File: src/rtl/instr_encode_pkg.sv
// Shared constants for the RV32I program loader: class codes, opcodes, loader states.
// Latency: n/a (declarations only).
// Backpressure: n/a.
package instr_encode_pkg;

    localparam logic [2:0] CLS_LW  = 3'd0;
    localparam logic [2:0] CLS_SW  = 3'd1;
    localparam logic [2:0] CLS_RT  = 3'd2;
    localparam logic [2:0] CLS_BT  = 3'd3;
    localparam logic [2:0] CLS_IT  = 3'd4;
    localparam logic [2:0] CLS_LUI = 3'd5;

    // Same 7-bit opcode values the core's main controller decodes.
    localparam logic [6:0] OP_LW  = 7'b0000011;
    localparam logic [6:0] OP_SW  = 7'b0100011;
    localparam logic [6:0] OP_RT  = 7'b0110011;
    localparam logic [6:0] OP_BT  = 7'b1100011;
    localparam logic [6:0] OP_IT  = 7'b0010011;
    localparam logic [6:0] OP_LUI = 7'b0110111;

    localparam logic [2:0] F3_WORD = 3'b010;

    typedef enum logic [2:0] {
        ST_IDLE,
        ST_LOAD,
        ST_FLUSH,
        ST_DONE,
        ST_ERR
    } state_t;

endpackage

File: src/rtl/rv_instr_encode.sv
// Field-to-word RV32I encoder for the six loader classes; flags classes 6/7 as illegal.
// Latency: combinational.
// Backpressure: none; the loader registers the word.
module rv_instr_encode
    import instr_encode_pkg::*;
(
    input  logic [2:0]  cls,
    input  logic [4:0]  rd,
    input  logic [4:0]  rs1,
    input  logic [4:0]  rs2,
    input  logic [2:0]  funct3,
    input  logic        funct7b5,
    input  logic [31:0] imm,
    output logic [31:0] word,
    output logic        illegal
);

    always_comb begin
        word    = '0;
        illegal = 1'b0;
        case (cls)
            CLS_LW:  word = {imm[11:0], rs1, F3_WORD, rd, OP_LW};
            CLS_SW:  word = {imm[11:5], rs2, rs1, F3_WORD, imm[4:0], OP_SW};
            CLS_RT:  word = {1'b0, funct7b5, 5'b00000, rs2, rs1, funct3, rd, OP_RT};
            // Branch offsets are halfword-aligned, so imm[0] has no slot.
            CLS_BT:  word = {imm[12], imm[10:5], rs2, rs1, funct3, imm[4:1], imm[11], OP_BT};
            CLS_IT:  word = {imm[11:0], rs1, funct3, rd, OP_IT};
            CLS_LUI: word = {imm[31:12], rd, OP_LUI};
            default: illegal = 1'b1;
        endcase
    end

endmodule

File: src/rtl/instr_encode_loader.sv
// Streams decoded instruction fields in, writes encoded RV32I words to consecutive imem addresses.
// Latency: accepted beat -> mem_we one cycle later; last beat -> done two cycles later.
// Backpressure: in_ready only in LOAD without start; an illegal beat or address overflow parks in ERR.
module instr_encode_loader
    import instr_encode_pkg::*;
#(
    parameter int ADDR_W = 8
) (
    input  logic              clk,
    input  logic              rst,
    input  logic              start,
    input  logic              in_valid,
    output logic              in_ready,
    input  logic [2:0]        in_class,
    input  logic [4:0]        in_rd,
    input  logic [4:0]        in_rs1,
    input  logic [4:0]        in_rs2,
    input  logic [2:0]        in_funct3,
    input  logic              in_funct7b5,
    input  logic [31:0]       in_imm,
    input  logic              in_last,
    output logic              mem_we,
    output logic [ADDR_W-1:0] mem_addr,
    output logic [31:0]       mem_wdata,
    output logic              busy,
    output logic              done,
    output logic              err,
    output logic [ADDR_W:0]   count
);

    localparam logic [ADDR_W-1:0] ADDR_MAX = '1;

    state_t            state;
    logic [ADDR_W-1:0] addr;
    logic [31:0]       enc_word;
    logic              enc_illegal;
    logic              accept;

    rv_instr_encode u_enc (
        .cls      (in_class),
        .rd       (in_rd),
        .rs1      (in_rs1),
        .rs2      (in_rs2),
        .funct3   (in_funct3),
        .funct7b5 (in_funct7b5),
        .imm      (in_imm),
        .word     (enc_word),
        .illegal  (enc_illegal)
    );

    assign in_ready = (state == ST_LOAD) && !start;
    assign accept   = in_valid && in_ready;
    assign busy     = (state == ST_LOAD) || (state == ST_FLUSH) || (state == ST_DONE);
    assign done     = (state == ST_DONE);

    always_ff @(posedge clk or posedge rst) begin
        if (rst) begin
            state     <= ST_IDLE;
            addr      <= '0;
            count     <= '0;
            err       <= 1'b0;
            mem_we    <= 1'b0;
            mem_addr  <= '0;
            mem_wdata <= '0;
        end else begin
            mem_we <= 1'b0;
            // start wins from any state; a write already registered still reaches memory this cycle.
            if (start) begin
                state <= ST_LOAD;
                addr  <= '0;
                count <= '0;
                err   <= 1'b0;
            end else begin
                case (state)
                    ST_LOAD: begin
                        if (accept) begin
                            if (enc_illegal) begin
                                err   <= 1'b1;
                                state <= ST_ERR;
                            end else begin
                                mem_we    <= 1'b1;
                                mem_addr  <= addr;
                                mem_wdata <= enc_word;
                                count     <= count + (ADDR_W+1)'(1);
                                if (in_last) begin
                                    state <= ST_FLUSH;
                                end else if (addr == ADDR_MAX) begin
                                    // Memory full with more to come: stop rather than wrap onto word 0.
                                    err   <= 1'b1;
                                    state <= ST_ERR;
                                end else begin
                                    addr <= addr + ADDR_W'(1);
                                end
                            end
                        end
                    end
                    ST_FLUSH: state <= ST_DONE;
                    ST_DONE:  state <= ST_IDLE;
                    default:  state <= state;
                endcase
            end
        end
    end

endmodule

File: config.mk
export PLATFORM = sky130hd
export DESIGN_NAME = instr_encode_loader
export DESIGN_NICKNAME = d
export VERILOG_FILES = /design/src/rtl/instr_encode_pkg.sv /design/src/rtl/rv_instr_encode.sv /design/src/rtl/instr_encode_loader.sv
export SDC_FILE = /design/constraint.sdc
export NUM_CORES = 1
export LEC_CHECK = 0
export CORE_UTILIZATION = 37
export DETAILED_ROUTE_END_ITERATION = 12
export GPL_TIMING_DRIVEN = 0
export PLACE_DENSITY = 0.75
export SYNTH_ARGS = -nofsm -noshare
export SYNTH_HDL_FRONTEND = slang
export SYNTH_SLANG_ARGS = --single-unit
export TNS_END_PERCENT = 30
File: constraint.sdc
create_clock -name clk -period 4.3 [get_ports clk]
set_clock_uncertainty 0.15 [all_clocks]
set_input_delay 0.86 -clock clk [delete_from_list [all_inputs] [get_ports clk]]
set_output_delay 0.86 -clock clk [all_outputs]
set_load 0.01 [all_outputs]
Yosys cells after proc, flatten, opt, wreduce, memory -nomap -nowiden --
Cells that the tools add are included.
Word-level totals: flip-flop bits (word level) 62, input bits 59, output and inout bits 54, word-level logic and storage cells 68
Operators by class: $add $sub $neg 2, equal/unequal tests 15, mux-type cells 27, bitwise logic cells 1, reductions and logical operators 16
Operator list (count):
- case mux 32 bit (6 select lines) | 1
- 2-to-1 mux 8 bit | 6
- 2-to-1 mux 9 bit | 4
- 2-to-1 mux 3 bit | 5
- == test 3 x 2 -> 1 bit, second input constant | 4
- 2-to-1 mux 1 bit | 10
- adder 9 x 1 -> 9 bit, second input constant | 1
- case mux 3 bit (3 select lines) | 1
- adder 8 x 1 -> 8 bit, second input constant | 1
- == test 8 bit, second input constant | 1
- AND reduction 4 bit | 2
- == test 3 x 1 -> 1 bit, second input constant | 2
- == test 3 bit, second input constant | 2
- != test 3 bit, second input constant | 2
- AND reduction 3 bit | 2
- nonzero test 2 bit | 3
- OR reduction 6 bit | 1
- != test 5 x 4 -> 1 bit, second input constant | 1
- AND reduction 5 bit | 1
- != test 2 bit, second input constant | 2
- nonzero test 4 bit | 1
- zero test 3 bit | 1
- != test 3 x 1 -> 1 bit, second input constant | 1
- logical AND 1 bit | 2
- 3 further kinds | 4

Longest topological paths before layout --
Gate-level depths: netlist (run 1).
depth in word-level cells 7, depth in mapped cells 7, gate-level depth less buffers 5

Cells and area by module --
Synthesis (run 1) repeated with hierarchy kept, for this count alone.
Unflattened totals: cell total of the unflattened synthesis 314, area total of the unflattened synthesis 3424.5 um2
Modules (own cells, without submodules):
- instr_encode_loader | times used 1, cells an instance 202, area each 2636.3 um2, seq. area each 1551.5 um2
- rv_instr_encode | times used 1, cells an instance 112, area each 788.3 um2, seq. area each 0.0 um2

Worst setup path before layout (run 1) --
No wires, ideal clock.
kind input -> register, start input in_valid, end register count[3], library setup time 0.078 ns, arrival time 2.091 ns, data required time 4.072 ns, setup slack 1.981 ns, cell stages on the path 5, buffers on the path 1, path through buf_2 and3b_1 nand3_1 or4b_2 a21oi_1
Between the ends: word-level cells in the longest chain between the ends 3
RTL lines:
- from (decl) | line instr_encode_loader.sv:12 | input logic in_valid,
- logical AND 1 bit | line instr_encode_loader.sv:52 | assign accept = in_valid && in_ready;
- nonzero test 2 bit (no source line)
- AND reduction 3 bit (no source line)
- to (signal assigned) | line instr_encode_loader.sv:84 | count <= count + (ADDR_W+1)'(1);
- to (decl) | line instr_encode_loader.sv:28 | output logic [ADDR_W:0] count
Every way passes these cells. A chain may end at the register's enable or synchronous reset.

Worst setup path after layout (run 1) --
start input start, end output in_ready
Between the ends: word-level cells in the longest chain between the ends 2
RTL lines:
- from (decl) | line instr_encode_loader.sv:11 | input logic start,
- zero test 1 bit | line instr_encode_loader.sv:51 | assign in_ready = (state == ST_LOAD) && !start;
- logical AND 1 bit | line instr_encode_loader.sv:51
- to (decl) | line instr_encode_loader.sv:13 | output logic in_ready,
Every way passes these cells.

==> run summary, run 1 <==
outcome -> finished clean
Crit-path slowest cell -> clkdlybuf4s50_1
per-cell routed wire length -> 16.3 um
HP Class -> flop to flop
area inside the core boundary -> 7850 um^2
vias in the first global route -> 2713
maximum number of pins on one net before global-route repair -> 33
post-layout util -> 57.5%
number of antenna violations at the first check in global routing -> 0
CP Data Arrival Time -> 2.45 ns
endpoint of the worst hold path -> mem_wdata[27]$_DFFE_PP0P_
horizontal die dimension -> 92.7 um
total leakage power -> 1.91 nW
Post-CTS Resized -> 0
Synth Net Count -> 360
dominant cell type by count on the critical path -> clkdlybuf4s50_1
# port buffers -> 110
Cell variety after synth -> 54
accumulated negative setup slack -> 0 ns
Top Ports -> 113
H-tree depth -> 3
Filler Cells Inserted -> 729
normalized max-slew margin -> 56.1%
number of cell rows -> 32
Post-Syn Area -> 3040 um^2
hold depth -> 2
root buffer selected by CTS -> clkbuf_8
GPL Wtd Cong -> 0.834
crit start category -> input pin
wire length of the first global-routing pass -> 13700 um
gr ovfl total -> 0
unrepaired setup endpoints after global routing -> no
cell chain of the critical path -> clkdlybuf4s50_1 -> nor4b_4 -> clkdlybuf4s50_1
total power per unit cell area -> 479 nW/um^2
EDFF count, synth -> 0
count of hold buffers inserted by post-cts repair -> 0
Die Height -> 92.7 um
setup violation total in the final timing report -> 0
cts bufs inserted -> 9
maximum clock insertion buffer count -> 2
Yosys top cell area share -> 49.3%
Setup Fix Bufs, Post-CTS -> 0
fin. max-slew vios -> 0
Pre-Repair DR Iteration Count -> 4
largest area contributor in the netlist -> dfrtp_1
DRC violation count after routing -> 0
Avg Synthesized Cell Area -> 10.2 um^2
top cells by area in the synthesized netlist -> dfrtp_1 (49%), mux2_2 (5.2%), o21ai_0 (3.8%), nand2_1 (3.3%), nor2b_1 (2.7%)
DRT iter0 DRCs -> 164
number of nets in the layout -> 482
synthesized instance count -> 299
Die Outline Area -> 8590 um^2
footprint of the flip-flops and latches -> 1500 um^2
maximum fanout count along the critical path -> 7
Worst Hold Margin -> 0.330 ns
final critical-path share of the clock period -> 80.4%
critical path's top delay family -> buffers and inverters
placed wire-length estimate after detailed placement -> 6430 um
number of maximum-capacitance constraint violations -> 0
critical register-to-register path startpoint -> state[2]$_DFFE_PP0P_
Seq cells post-synth -> 60
per-cell via count in the routed design -> 5.26
footprint of the multi-input gates -> 1410 um^2
proportion of register bits with asynchronous set or reset after synthesis -> 100%
Yosys Warn Count -> 0
number of antenna-violating nets in the routed design -> 0
clock edge transition at the registers on the reported setup and hold paths -> 0.07 ns
FMAX -> 0.289 GHz
clock period minus worst slack -> 3.46 ns
antenna diode count -> 0
crit end category -> primary output
via count -> 2775
Area Overhead vs Synth -> 48.2%
max incr delay on CP -> 0.61 ns
VDD IR-drop max -> 0.227 mV
wirelength, routed -> 8600 um
Initial Utilization -> 38.8%
Clk Latency, worst-skew pair -> 0.34 ns
depth of the most critical reg-to-reg path -> 6
total count of hold-check failures in the final report -> 0
Crit path required time -> 3.29 ns
measured slew at the worst slew-check pin -> 0.658 ns
TritonCTS clock tree -> built
overall global routing resource usage -> 20.7%
fraction of final layout cells sized beyond drive strength 1 -> 10.3%
portion of the post-synthesis area used by sequential elements -> 49.3%
Post-synth top flop -> dfrtp_1
Reg2Reg Setup Slack -> 2.19 ns
CTS sink count -> 60
number of buffer and inverter instances along the worst setup path -> 2
critical path class -> input pin to primary output
FF-to-FF End -> count[7]$_DFFE_PP0P_
worst hold start -> mem_wdata[27]$_DFFE_PP0P_
==> sequential cells by signal, summed over array words and instances (netlist names) <==
register   flops
err            1
addr           8
mem_wdata     30
count          9
mem_we         1
mem_addr       8
state          3
==> tightest hold or removal path, cell delays in order, from the launching register on <==
cell and delay [ns]:
dfrtp_1 0.34, nand2_1 0.04, o21ai_0 0.06
==> worst max path at each step <==
stage / from / endpoint / slack [ns] / cells after the start
after global routing: start / in_ready / 0.79 / 3
after global placement: rst / count[7]$_DFFE_PP0P_ / 0.66 / 2
after detailed placement: start / in_ready / 0.84 / 3
after floorplan: rst / addr[0]$_DFFE_PP0P_ / 1.81 / 1
after CTS: start / in_ready / 0.83 / 3
final: start / in_ready / 0.84 / 3
==> report_power, final <==
group	switching (mW)	internal (mW)
Sequential	0.105	0.717
Combinational	0.322	0.448
Clock	0.226	0.342
Total	0.653	1.51
==> cells by family after synthesis <==
group                    synth area share [%]
AO/OA/AOI/OAI                            20.8
XOR/XNOR                                0.863
adder cells (fa/ha/maj)                 0.822
buffers and inverters                    4.36
AND/OR/NAND/NOR                          15.9
multiplexers                             7.81
flip-flops                               49.3
other                                   0.123
==> cells in the final DEF, fill, tap and decap left out, drive strengths merged, types with 4 or more instances in the layout <==
cell,n
dfrtp,60
nor2,12
nand2,27
clkdlybuf4s50,110
inv,10
o21ai,23
a22o,6
a21oi,15
a2bb2oi,6
mux2i,8
o2bb2ai,5
and2,4
mux2,14
nand4,6
nor2b,13
a22oi,9
buf,9
nand3,9
clkbuf,24
o22ai,5
==> through the flow <==
| step | instances | setup WS (ns) | cell area [um^2] | power, mW |
|---|---|---|---|---|
| floorplan | 299 | 1.81 | 3040 | 1.15 |
| global placement | 511 | 0.658 | 4270 | 1.58 |
| detailed placement | 512 | 0.838 | 4290 | 1.61 |
| CTS | 528 | 0.831 | 4510 | 2.18 |
| global route | 528 | 0.787 | 4510 | 2.27 |
| finish | 528 | 0.841 | 4510 | 2.16 |
==> cell usage after synthesis, types with 2 or more instances <==
cell       instances
a31oi_1            2
o22a_1             2
and2_1             3
buf_2              4
a22oi_1            9
nand2b_1           3
nand2_1           27
inv_1             10
or4_1              3
xor2_1             3
clkbuf_1          12
nor2b_1           13
a22o_1             6
a21oi_1           15
o22ai_1            5
ha_1               2
buf_4              3
nand4_1            6
nor2_1            12
nand3_1            9
nor3_1             2
a31o_2             3
o2bb2ai_1          5
dfrtp_1           60
o31ai_1            3
o21a_1             2
mux2_2            14
a2bb2oi_1          6
o21ai_0           23
mux2i_1            8
==> area by class of cell <==
cell class / instances / area share [%]
well taps: 102 / 2.83
inverters: 11 / 0.915
multi-input cells: 208 / 31.3
flip-flops and latches: 60 / 33.3
clock inverters: 4 / 1.61
repair buffers: 111 / 24.9
clock buffers: 12 / 3.22
plain buffers: 20 / 2.02
==> layer usage <==
layer  up-vias  global-route usage [%]  routed length, um
met4         0                    8.46                225
met5         -                       0                  0
met3        18                    4.19                520
li1       1345                       -                  -
met2        91                    33.1               4090
met1      1321                    27.3               3760
Note: power is estimated with default switching activity, not from simulation.
==> run 2: changes to the inputs <==
clock period = 3.2 ns   (was 4.3 ns; I/O delays follow)
==> results of run 2 <==
Same layout as run 1 (identical final DEF). Status: finished clean.
Main changes from that run: setup slack after placement 0.838 ns -> 0.178 ns; setup slack after layout 0.841 ns -> 0.181 ns; register-to-register setup slack 2.19 ns -> 1.09 ns; total power 2.16 mW -> 2.90 mW; worst IR drop on VDD 0.227 mV -> 0.304 mV
==> run 3: changes to the inputs <==
CTS_CLUSTER_DIAMETER = 150   (was unset)
==> results of run 3 <==
Same layout as run 1 (identical final DEF). Status: finished clean.
Main changes from that run: setup slack after placement 0.838 ns -> 0.178 ns; setup slack after layout 0.841 ns -> 0.181 ns; register-to-register setup slack 2.19 ns -> 1.09 ns; total power 2.16 mW -> 2.90 mW; worst IR drop on VDD 0.227 mV -> 0.304 mV
